$ cat src/rtl/hazard_pkg.sv
// Shared types for the hazard/scoreboard unit: EX operand mux encoding and result-source codes.
package hazard_pkg;

    typedef enum logic [1:0] {
        FWD_RF  = 2'b00,
        FWD_WB  = 2'b01,
        FWD_MEM = 2'b10,
        FWD_LNG = 2'b11
    } fwd_sel_e;

    localparam logic [1:0] RES_SRC_LOAD = 2'b01;

endpackage

$ cat src/rtl/fwd_select.sv
// Per-operand EX forwarding select; purely combinational, zero latency, no backpressure.
module fwd_select
    import hazard_pkg::*;
#(
    parameter int RW = 5
) (
    input  logic [RW-1:0] rs,
    input  logic [RW-1:0] mem_rd,
    input  logic          mem_reg_write,
    input  logic [RW-1:0] wb_rd,
    input  logic          wb_reg_write,
    input  logic          lng_done,
    input  logic [RW-1:0] lng_done_rd,
    output fwd_sel_e      sel
);

    // Youngest producer wins; x0 is hardwired so it is never forwarded.
    always_comb begin
        sel = FWD_RF;
        if (rs != '0) begin
            if (lng_done && (lng_done_rd == rs)) begin
                sel = FWD_LNG;
            end else if (mem_reg_write && (mem_rd == rs)) begin
                sel = FWD_MEM;
            end else if (wb_reg_write && (wb_rd == rs)) begin
                sel = FWD_WB;
            end
        end
    end

endmodule

$ cat src/rtl/hazard_scoreboard.sv
// Pipeline hazard unit: load-use/scoreboard stalls, flushes, EX forwarding, stall-cycle counter.
// Stalls/flushes/forwarding are combinational (zero latency); scoreboard updates show the cycle after issue.
module hazard_scoreboard
    import hazard_pkg::*;
#(
    parameter int  NREGS   = 32,
    parameter int  NREAD   = 2,
    parameter int  MAX_OUT = 4,
    parameter int  PERF_W  = 16,
    localparam int RW      = $clog2(NREGS),
    localparam int OW      = $clog2(MAX_OUT + 1)
) (
    input  logic                clk,
    input  logic                reset_n,
    input  logic [NREAD*RW-1:0] de_rs,
    input  logic [RW-1:0]       de_rd,
    input  logic                de_reg_write,
    input  logic                de_long,
    input  logic [NREAD*RW-1:0] ex_rs,
    input  logic [RW-1:0]       ex_rd,
    input  logic [1:0]          ex_result_src,
    input  logic                ex_long,
    input  logic                ex_pc_src,
    input  logic [RW-1:0]       mem_rd,
    input  logic [RW-1:0]       wb_rd,
    input  logic                mem_reg_write,
    input  logic                wb_reg_write,
    input  logic                lng_done,
    input  logic [RW-1:0]       lng_done_rd,
    input  logic                stall_all,
    output logic                if_stall,
    output logic                de_stall,
    output logic                ex_stall,
    output logic                mem_stall,
    output logic                wb_stall,
    output logic                de_flush,
    output logic                ex_flush,
    output logic [NREAD*2-1:0]  ex_fwd,
    output logic [NREGS-1:0]    pending,
    output logic [OW-1:0]       out_cnt,
    output logic [PERF_W-1:0]   stall_cycles
);

    logic [NREGS-1:0]  pending_q, pending_d;
    logic [OW-1:0]     out_cnt_q, out_cnt_d;
    logic [PERF_W-1:0] stall_cycles_q, stall_cycles_d;

    logic [RW-1:0] de_rs_a [NREAD];
    fwd_sel_e      fwd_a   [NREAD];

    for (genvar g = 0; g < NREAD; g++) begin : g_op
        assign de_rs_a[g] = de_rs[g*RW +: RW];

        fwd_select #(.RW(RW)) u_fwd (
            .rs            (ex_rs[g*RW +: RW]),
            .mem_rd        (mem_rd),
            .mem_reg_write (mem_reg_write),
            .wb_rd         (wb_rd),
            .wb_reg_write  (wb_reg_write),
            .lng_done      (lng_done),
            .lng_done_rd   (lng_done_rd),
            .sel           (fwd_a[g])
        );

        assign ex_fwd[g*2 +: 2] = reset_n ? fwd_a[g] : FWD_RF;
    end

    logic src_hz, ldm_match, ldm_hazard, waw_hz, cap_hz, sb_hazard, any_hz, de_stall_raw;

    // A completing long op releases its readers the same cycle (its result is on the lng bus).
    always_comb begin
        src_hz    = 1'b0;
        ldm_match = 1'b0;
        for (int i = 0; i < NREAD; i++) begin
            if ((de_rs_a[i] != '0) && pending_q[de_rs_a[i]] &&
                !(lng_done && (lng_done_rd == de_rs_a[i]))) begin
                src_hz = 1'b1;
            end
            if (de_rs_a[i] == ex_rd) begin
                ldm_match = 1'b1;
            end
        end
    end

    assign ldm_hazard   = (ex_result_src == RES_SRC_LOAD) && !ex_long && (ex_rd != '0) && ldm_match;
    assign waw_hz       = de_reg_write && (de_rd != '0) && pending_q[de_rd];
    assign cap_hz       = de_long && (out_cnt_q == OW'(MAX_OUT)) && !lng_done;
    assign sb_hazard    = src_hz | waw_hz | cap_hz;
    assign any_hz       = ldm_hazard | sb_hazard;
    assign de_stall_raw = stall_all | any_hz;

    assign if_stall  = !reset_n | de_stall_raw;
    assign de_stall  = !reset_n | de_stall_raw;
    assign ex_stall  = !reset_n | stall_all;
    assign mem_stall = !reset_n | stall_all;
    assign wb_stall  = !reset_n | stall_all;
    assign de_flush  = !reset_n | ex_pc_src;
    assign ex_flush  = !reset_n | ex_pc_src | (any_hz & !stall_all);

    logic issue_vld, done_vld;

    // Stray completions (not pending, or nothing in flight) are dropped rather than corrupting the count.
    assign issue_vld = ex_long && !stall_all && (ex_rd != '0);
    assign done_vld  = lng_done && pending_q[lng_done_rd] && (out_cnt_q != '0);

    always_comb begin
        pending_d = pending_q;
        if (done_vld) begin
            pending_d[lng_done_rd] = 1'b0;
        end
        if (issue_vld) begin
            pending_d[ex_rd] = 1'b1;
        end
        pending_d[0] = 1'b0;

        out_cnt_d = out_cnt_q;
        if (issue_vld && !done_vld) begin
            out_cnt_d = out_cnt_q + OW'(1);
        end else if (!issue_vld && done_vld) begin
            out_cnt_d = out_cnt_q - OW'(1);
        end

        stall_cycles_d = stall_cycles_q;
        if (de_stall_raw && (stall_cycles_q != '1)) begin
            stall_cycles_d = stall_cycles_q + PERF_W'(1);
        end
    end

    always_ff @(posedge clk or negedge reset_n) begin
        if (!reset_n) begin
            pending_q      <= '0;
            out_cnt_q      <= '0;
            stall_cycles_q <= '0;
        end else begin
            pending_q      <= pending_d;
            out_cnt_q      <= out_cnt_d;
            stall_cycles_q <= stall_cycles_d;
        end
    end

    assign pending      = pending_q;
    assign out_cnt      = out_cnt_q;
    assign stall_cycles = stall_cycles_q;

    a_done_legal: assert property (@(posedge clk) disable iff (!reset_n)
        lng_done |-> (pending_q[lng_done_rd] && (out_cnt_q != '0)));

    a_no_same_reg: assert property (@(posedge clk) disable iff (!reset_n)
        !(issue_vld && lng_done && (lng_done_rd == ex_rd)));

endmodule

$ cat config.mk
export PLATFORM = sky130hd
export DESIGN_NAME = hazard_scoreboard
export DESIGN_NICKNAME = d
export VERILOG_FILES = /design/src/rtl/hazard_pkg.sv /design/src/rtl/fwd_select.sv /design/src/rtl/hazard_scoreboard.sv
export SDC_FILE = /design/constraint.sdc
export NUM_CORES = 1
export LEC_CHECK = 0
export ABC_AREA = 1
export BUFFER_PORTS_ARGS = -buffer_cell sky130_fd_sc_hd__clkbuf_2
export CAP_MARGIN = 20
export CORE_MARGIN = 2
export CORE_UTILIZATION = 50
export CTS_CLUSTER_DIAMETER = 50
export DETAILED_ROUTE_END_ITERATION = 10
export PLACE_DENSITY = 0.77
export RECOVER_POWER = 100
export SYNTH_ARGS = -nofsm -noshare
export SYNTH_HDL_FRONTEND = slang
export SYNTH_SLANG_ARGS = --single-unit
$ cat constraint.sdc
create_clock -name clk -period 2.6 [get_ports clk]
set_input_delay 0.52 -clock clk [delete_from_list [all_inputs] [get_ports clk]]
set_output_delay 0.52 -clock clk [all_outputs]
set_load 0.02 [all_outputs]
[Yosys cells after proc, flatten, opt, wreduce, memory -nomap -nowiden]
Cells that the tools add are included.
Operators by class
  multiplexer cells: 30
  order comparisons: 7
  bitwise logic cells: 12
  div/mod/pow operators: 0
  equality and inequality tests: 13
  multipliers: 0
  reductions and logical operators: 44
  shifts and indexed selects: 0
  add/sub/neg operators: 3
Operators with widths (count)
  $mux W32: 2
  $eq A5 B5 Y1: 10
  $and A32 B32 Y32: 1
  $not A32 Y32: 1
  $or A32 B32 Y32: 1
  $lt A5 B6 Y1 const B: 5
  $reduce_bool A5 Y1: 6
  $logic_and A1 B1 Y1: 28
  $bmux W1 S5: 4
  $add A16 B1 Y16 const B: 1
  $mux W2: 8
  $ne A16 B16 Y1 const B: 1
  $mux W1: 12
  $demux W1 S5: 2
  $ge A5 B1 Y1 const B: 2
  $logic_not A1 Y1: 8
  $or A1 B1 Y1: 8
  $mux W3: 2
  $add A3 B1 Y3 const B: 1
  $eq A3 B3 Y1 const B: 1
  $reduce_bool A3 Y1: 1
  $sub A3 B1 Y3 const B: 1
  $eq A2 B1 Y1 const B: 1
  $reduce_bool A2 Y1: 1
  $and A1 B1 Y1: 1
Word-level totals
  bits of input ports: 57
  memories: 0
  output and inout port bits: 62
  latch bits: 0
  bits in read-only memories: 0
  memory bits (writable): 0
  logic and storage cells: 112
  bits in registers: 50

[Depth between registers and ports, before layout]
Gate-level depths: netlist of run 1.
  word-level depth: 11
  gate-level depth with buffers: 16
  depth with buffers taken out: 15

[Cells and area by module]
From an unflattened synthesis of run 1, not the netlist that was laid out.
Unflattened totals
  cells, all modules: 849
  area, all modules: 5072.4 µm²
By module, submodules not included
  hazard_scoreboard: instances 1, area an instance 4504.3 µm², seq. area each 1251.2 µm², cells an instance 719
  fwd_select: instances 2, area an instance 284.0 µm², seq. area each 0.0 µm², cells an instance 65

[Worst setup path after synthesis of run 1]
Ideal clock, no wire load.
  kind: input to register
  start point: input port lng_done_rd[0]
  end point: register out_cnt_q[2], in the netlist out_cnt[2]
  cell stages on the path: 15
  setup time: 131 ps
  data arrival time: 2533 ps
  path buffers: 3
  path slack: -64 ps
  data required time: 2469 ps
  cell sequence: buf_4 inv_1 buf_2 nand2_2 o22ai_1 o21ai_0 nand4_1 o21ai_2 buf_4 ha_1 inv_1 fa_1 a21oi_1 o21ai_0 xor2_1
On the way
  longest elaborated chain between the ends: 7
  elaborated cells on any way between the ends: 9
  those cells by class: mux (3); reduce/logical (6)
RTL lines
  from (decl): RTL line hazard_scoreboard.sv:29  | input logic [RW-1:0] lng_done_rd,
  $bmux W1 S5 (*): RTL line hazard_scoreboard.sv:104  | assign done_vld = lng_done && pending_q[lng_done_rd] && (out_cnt_q != '0);
  $mux W1 (not written as such) (*): RTL line hazard_scoreboard.sv:104
  $logic_and A1 B1 Y1 (*) (2 in series): RTL line hazard_scoreboard.sv:104
  $logic_not A1 Y1: RTL line hazard_scoreboard.sv:117  | if (issue_vld && !done_vld) begin
  $logic_and A1 B1 Y1: RTL line hazard_scoreboard.sv:117
  $mux W3 / $reduce_bool A2 Y1 (equally long branches)
  to (signal assigned): RTL line hazard_scoreboard.sv:136  | out_cnt_q <= out_cnt_d;
  to (decl): RTL line hazard_scoreboard.sv:45  | logic [OW-1:0] out_cnt_q, out_cnt_d;
Mark *: on every way between the ends. The rest lies on a longest branch, timed or not. The select of a mux whose other input is x is not followed.
A chain may end at the register's enable or synchronous reset.

[Final worst setup path of run 1]
  start point: register pending_q[24], in the netlist pending[24]
  end point: output port if_stall
On the way
  longest elaborated chain between the ends: 11
  elaborated cells on any way between the ends: 18
  those cells by class: mux (8); bitwise (5); reduce/logical (5)
RTL lines
  from (decl): RTL line hazard_scoreboard.sv:44  | logic [NREGS-1:0] pending_q, pending_d;
  from (signal assigned): RTL line hazard_scoreboard.sv:135  | pending_q <= pending_d;
  $bmux W1 S5: RTL line hazard_scoreboard.sv:75  | if ((de_rs_a[i] != '0) && pending_q[de_rs_a[i]] &&
  $mux W1 (not written as such): RTL line hazard_scoreboard.sv:75
  $logic_and A1 B1 Y1 (2 in series): RTL line hazard_scoreboard.sv:75
  $mux W1 (2 in series): RTL line hazard_scoreboard.sv:75
  $or A1 B1 Y1 (*) (2 in series): RTL line hazard_scoreboard.sv:88  | assign sb_hazard = src_hz | waw_hz | cap_hz;
  $or A1 B1 Y1 (*): RTL line hazard_scoreboard.sv:89  | assign any_hz = ldm_hazard | sb_hazard;
  $or A1 B1 Y1 (*): RTL line hazard_scoreboard.sv:90  | assign de_stall_raw = stall_all | any_hz;
  $or A1 B1 Y1 (*): RTL line hazard_scoreboard.sv:92  | assign if_stall = !reset_n | de_stall_raw;
  to (decl): RTL line hazard_scoreboard.sv:31  | output logic if_stall,
Marked as above.

==> results.yml, run 1 <==
die:
  coreArea_sq_um: 9590
  rows: 36
  num_io_pins: 119
  dieArea_sq_um: 10500
  die_y_um: 103
  start_util_pct: 50.8
  die_w_um: 103
setup_path:
  cp.required_ps: 2080
  crit_family: "simple AND/OR/NAND/NOR gates"
  start_kind: "flop"
  worst-path-buf-inv: 2
  critPathSlowestCell: "dfrtp_1"
  crit_fanout: 4
  path_class: "flop to output pin"
  cp_common_cell: "nor2_4"
  path_cells: "inv_2 -> nand2_1 -> nand3_1 -> nand3_1 -> nand2_1 -> nor2_2 -> nor2_4 -> nor2_4 -> nor2_4 -> nand3_2 -> or2_4 -> buf_6"
  crit_path_end_kind: "output pin"
  slowest_delay_ps: 420
  crit_arrival_ps: 2020
routing:
  viasPerCell: 5.69
  routed_wl_um: 17900
  ant_nets: 0
  num_vias: 6157
  wire_per_inst_um: 16.5
  dr.first_iter.drc_count: 566
  dr.pass1.iters: 6
  drc_errors: 0
sta:
  slew_viol_final: 0
  tightestPinTransition_ps: 1260
  grt_setup_unrepaired: "yes"
  finalCritPeriodShare_pct: 97.8
  fmax_mhz: 393
  setup_violations: 0
  finalCriticalPeriod_ps: 2540
  max-slew-margin-rel_pct: 15.8
  fin_skew_ps: 7.72
  whs_ps: 554
  final.setup.tns_ps: 0
  hold_viol_final: 0
global_route:
  antenna_found_initial: 0
  overflow: 0
  use_met2_pct: 54.8
  grt_busiest_layer: "met2"
  grt_max_degree: 51
  grt_pass1_vias: 5557
  grt_first_pass_wirelength_um: 28000
  grt_use_total_pct: 34.2
  grt_use_met3_pct: 6.44
  met1_usage_pct: 45.6
power:
  ir_drop_uv: 516
  power_density_nw_per_um2: 563
  leakage_nw: 3.19
  finalPower_mw: 3.48
logic_synthesis:
  synth-async-reset-ratio_pct: 100
  yosysMostFrequentCell: "nand2_1"
  synth_seq_area_share_pct: 25.7
  ys_warn_count: 0
  ys_types: 43
  synthCells: 786
  synth-edff-count: 0
  ys.flop_type: "dfrtp_1"
  ys_seq_elements: 50
  syn_area_sq_um: 4870
  synth.top_cell.area_share_pct: 25.7
  syn_avg_cell_area_sq_um: 6.20
  synthTopCellsByCount: "nand2_1, nand3_1, inv_1, dfrtp_1, o21ai_0"
  syn_nets: 846
  synth.largest_area_cell: "dfrtp_1"
  netlist_top_cells_area: "dfrtp_1, nand2_1, nand3_1"
clock_network:
  cts_root_buf: "clkbuf_8"
  clk_pin_slew_ps: 90
  cts.sinks: 50
  cts_made_buffers: 5
  clock_path_buffers: 2
  htree_levels: 2
  cts_tree: "yes"
  cts-hold-fix-buffers: 0
  clock_latency_ps: 300
run_status:
  status: "completed"
min_path:
  hold_path.class: "flop to flop"
final_layout:
  regArea_sq_um: 1250
  fillers: 954
  utilization_pct: 64.4
  area_delta_synth_final_pct: 26.8
  drive_above_1_share_pct: 26.3
  fin_nets: 1008
  diodes: 0
  multi_input_area_sq_um: 3070
job:
  maxCapViolations: 0
placement:
  dp_hpwl_um: 13800
  routabilityCongestion: 1.04
  portBuffers: 117
## layout by cell type (no fill, tap or decap), types with 15 or more instances in the layout
master      n
nor3_1     21
o21ai_0    35
inv_1      60
buf_4      75
o22ai_1    29
clkbuf_2  104
a21oi_1    15
nand3_1   130
nor2_1     25
dfrtp_1    47
xnor2_1    15
nand2_1   240
inv_2      27
## cells by family after synthesis
kind of cell	Yosys count	share of synthesized area, %
other	1	0.0770
DFF	50	25.7
muxes	1	0.231
xor gates and xnor gates	29	5.21
adders and majority gates	3	0.925
AOI/OAI and AO/OA	111	13.4
buffers and inverters	131	12.6
and+or+nand+nor	460	41.9
## path summary, 6_finish.rpt
path	from	endpoint	slack (ps)	cells past startpoint
min in group asynchronous	reset_n	pending[27]	860	2
max reg2reg	pending[31]	out_cnt[2]	280	12
max	pending[24]	if_stall	60	12
max in group asynchronous	reset_n	pending[6]	900	2
min	pending[2]	pending[2]	550	2
min reg2reg	pending[2]	pending[2]	550	2
## metal layers
metal	share of wire, %	up-vias	wire [um]
met5	0	-	0
met4	4.3	0	760
met3	9.9	63	1780
met2	46	355	8190
met1	40	2791	7150
li1	-	2948	-
## metrics by stage
step	cell area, sq um	worst slack (ps)	instances
3_3_place_gp	5900	-118	1063
6_report	6180	57.6	1082
3_5_place_dp	5900	-79.1	1063
4_1_cts	6050	2.11	1075
2_1_floorplan	4880	11.8	786
5_1_grt	6180	-66.3	1082
## cell type report
type / instances / share of cell area (%)
clock buffer: 7 / 1.24
clock inverter: 1 / 0.486
inverter: 89 / 5.49
multi-input combinational: 605 / 49.8
sequential: 50 / 20.3
tap: 133 / 2.69
timing repair buffer: 197 / 20.0
## timing repair
action                                  in CTS  in global routing
pin swaps                                    0                 13
resized for setup                           25                 28
setup buffers                                4                  7
endpoints found under the setup margin       3                  4
## power breakdown
group / internal, mW / switching (mW)
combinational: 0.629 / 1.10
clock: 0.288 / 0.260
sequential: 0.953 / 0.241
## flip-flops by register name, summed over array words and instances (netlist names)
register      cells
pending          31
stall_cycles     16
out_cnt           3
## worst reg2reg max path: stages (launching register included)
cell,delay (ps)
dfrtp_1,430
inv_2,70
buf_4,120
o22ai_1,80
o21ai_1,160
nand4_1,140
o21ai_2,200
ha_1,180
inv_1,60
fa_1,380
a21oi_1,150
o21ai_1,90
xor2_1,140
Power figures use the tool's default switching activity.
==> run 2, diff against run 1 <==
--- a/config.mk
+++ b/config.mk
@@ -8,7 +8,6 @@
 export ABC_AREA = 1
 export BUFFER_PORTS_ARGS = -buffer_cell sky130_fd_sc_hd__clkbuf_2
 export CAP_MARGIN = 20
-export CORE_MARGIN = 2
 export CORE_UTILIZATION = 50
 export CTS_CLUSTER_DIAMETER = 50
 export DETAILED_ROUTE_END_ITERATION = 10
==> results.yml, run 2 (synthesis results as in run 1) <==
power:
  power_density_nw_per_um2: 579
  ir_drop_uv: 518
  power_frac_seq_pct: 33.5
  leakage_nw: 3.18
  finalPower_mw: 3.58
  switchingPower_mw: 1.65
  power_frac_comb_pct: 50.5
  intPower_mw: 1.93
  p_sw_share_pct: 46.1
  clkPwrFrac_pct: 16.0
setup_path:
  endpoint: "de_stall"
  r2r-end: "out_cnt[2]"
  r2r_setup_slack_ps: 240
  crit_fanout: 4
  cp.required_ps: 2080
  crit_arrival_ps: 2050
  crit_path_end_kind: "output pin"
  reg2reg_from: "pending[21]"
  path_class: "flop to output pin"
  rr_worst_depth: 12
  start_kind: "flop"
  critPathLaunch: "pending[27]"
clock_network:
  cts-hold-fix-buffers: 0
  clock_path_buffers: 2
  cts_tree: "yes"
  clock_latency_ps: 310
  htree_levels: 2
  clk_pin_slew_ps: 90
  cts.sinks: 50
  cts_root_buf: "clkbuf_8"
  cts_made_buffers: 5
global_route:
  use_met2_pct: 61.0
  grt_pass1_vias: 5590
  grt_busiest_layer: "met2"
  grt_use_met3_pct: 8.04
  grt_max_degree: 32
  grt_use_total_pct: 36.8
  antenna_found_initial: 0
  met1_usage_pct: 46.2
  overflow: 0
  grt_first_pass_wirelength_um: 28900
final_layout:
  layout_common_cells: "nand2_1, nand3_1, clkbuf_2"
  utilization_pct: 66.3
  stdcell_area_sq_um: 6180
  area_delta_synth_final_pct: 26.9
  diodes: 0
  largest_reg_flops: 31
  drive_above_1_share_pct: 26.5
  layout_commonest_cell: "nand2_1"
  fin_nets: 1005
job:
  maxCapViolations: 1
placement:
  dp_hpwl_um: 14400
  portBuffers: 117
  placed_cell_area_sq_um: 5810
  routabilityCongestion: 1.01
  preCtsSetupSlack_ps: -92.8
routing:
  drc_errors: 0
  wire_per_inst_um: 17.5
  ant_nets: 0
  num_vias: 6228
  dr.first_iter.drc_count: 454
  dr.pass1.iters: 5
  viasPerCell: 5.80
  routed_wl_um: 18800
sta:
  fin_skew_ps: 4.86
  setup_violations: 0
  finalCritPeriodShare_pct: 98.9
  max-slew-margin-rel_pct: -10.3
  slew_viol_final: 31
  tightestPinTransition_ps: 1660
  grt_setup_unrepaired: "yes"
  final.setup.tns_ps: 0
  setup_ws_ps: 29.5
  fmax_mhz: 389
  finalCriticalPeriod_ps: 2570
  hold_viol_final: 0
die:
  dieArea_sq_um: 10100
  die_y_um: 101
  rows: 35
  die_w_um: 101
  coreArea_sq_um: 9330
  num_io_pins: 119
  start_util_pct: 52.2
min_path:
  hold_path.class: "primary input to asynchronous set/reset pin"
run_status:
  status: "finished, violations left"
  violations: "max-capacitance violations, max-slew violations"
## run 2: layout make-up
class,instances,area (sq um)
inverters,89,342
fillers,878,3140
multi-input cells,605,3080
clock buffers,6,82.6
repair buffers,194,1230
clock inverters,1,30.0
flip-flops and latches,50,1260
well taps,129,161
## run 2: power groups by stage
stage	combinational, mW	sequential [mW]	clock (mW)
4_1_cts	1.67	1.19	0.575
3_5_place_dp	1.61	1.20	0
3_3_place_gp	1.59	1.19	0
5_1_grt	1.95	1.21	0.604
6_report	1.81	1.20	0.571
2_1_floorplan	0.805	1.34	0
## run 2: routing by layer
layer,share of wire [%],vias up
li1,-,2926
met2,46,366
met1,40,2880
met4,4.2,0
met5,0,-
met3,9.4,56
## run 2: worst min path at each step
| stage | start | to | slack (ps) | cells past startpoint |
|---|---|---|---|---|
| 6_report | reset_n | out_cnt[0] | 530 | 2 |
| 5_1_grt | reset_n | stall_cycles[5] | 570 | 2 |
| 2_1_floorplan | reset_n | out_cnt[0] | 220 | 0 |
| 4_1_cts | reset_n | stall_cycles[5] | 280 | 2 |
| 3_5_place_dp | pending[24] | pending[24] | 520 | 2 |
| 3_3_place_gp | pending[18] | pending[18] | 510 | 2 |
## run 2: metrics by stage
| step | cells | hold WS [ps] |
|---|---|---|
| global route | 1074 | 571 |
| global placement | 1050 | 511 |
| finish | 1074 | 532 |
| CTS | 1061 | 281 |
| floorplan | 786 | 224 |
| detailed placement | 1050 | 521 |
## run 2: critical path, cell delays in order, from the launching register on
cell and delay (ps):
dfrtp_1 410, inv_2 140, nand2_1 70, nand3_1 100
nand3_1 90, nand2_1 80, nor2_1 70, nor2_4 100
nor2_4 60, nor2_4 140, nand3_2 90, or2_4 270
buf_6 130
## run 2: what timing repair did
action,in CTS,in global routing
gates resized for setup,20,37
endpoints found under the setup margin,3,4
pin swaps,1,18
gates cloned,0,0
setup buffers,5,13
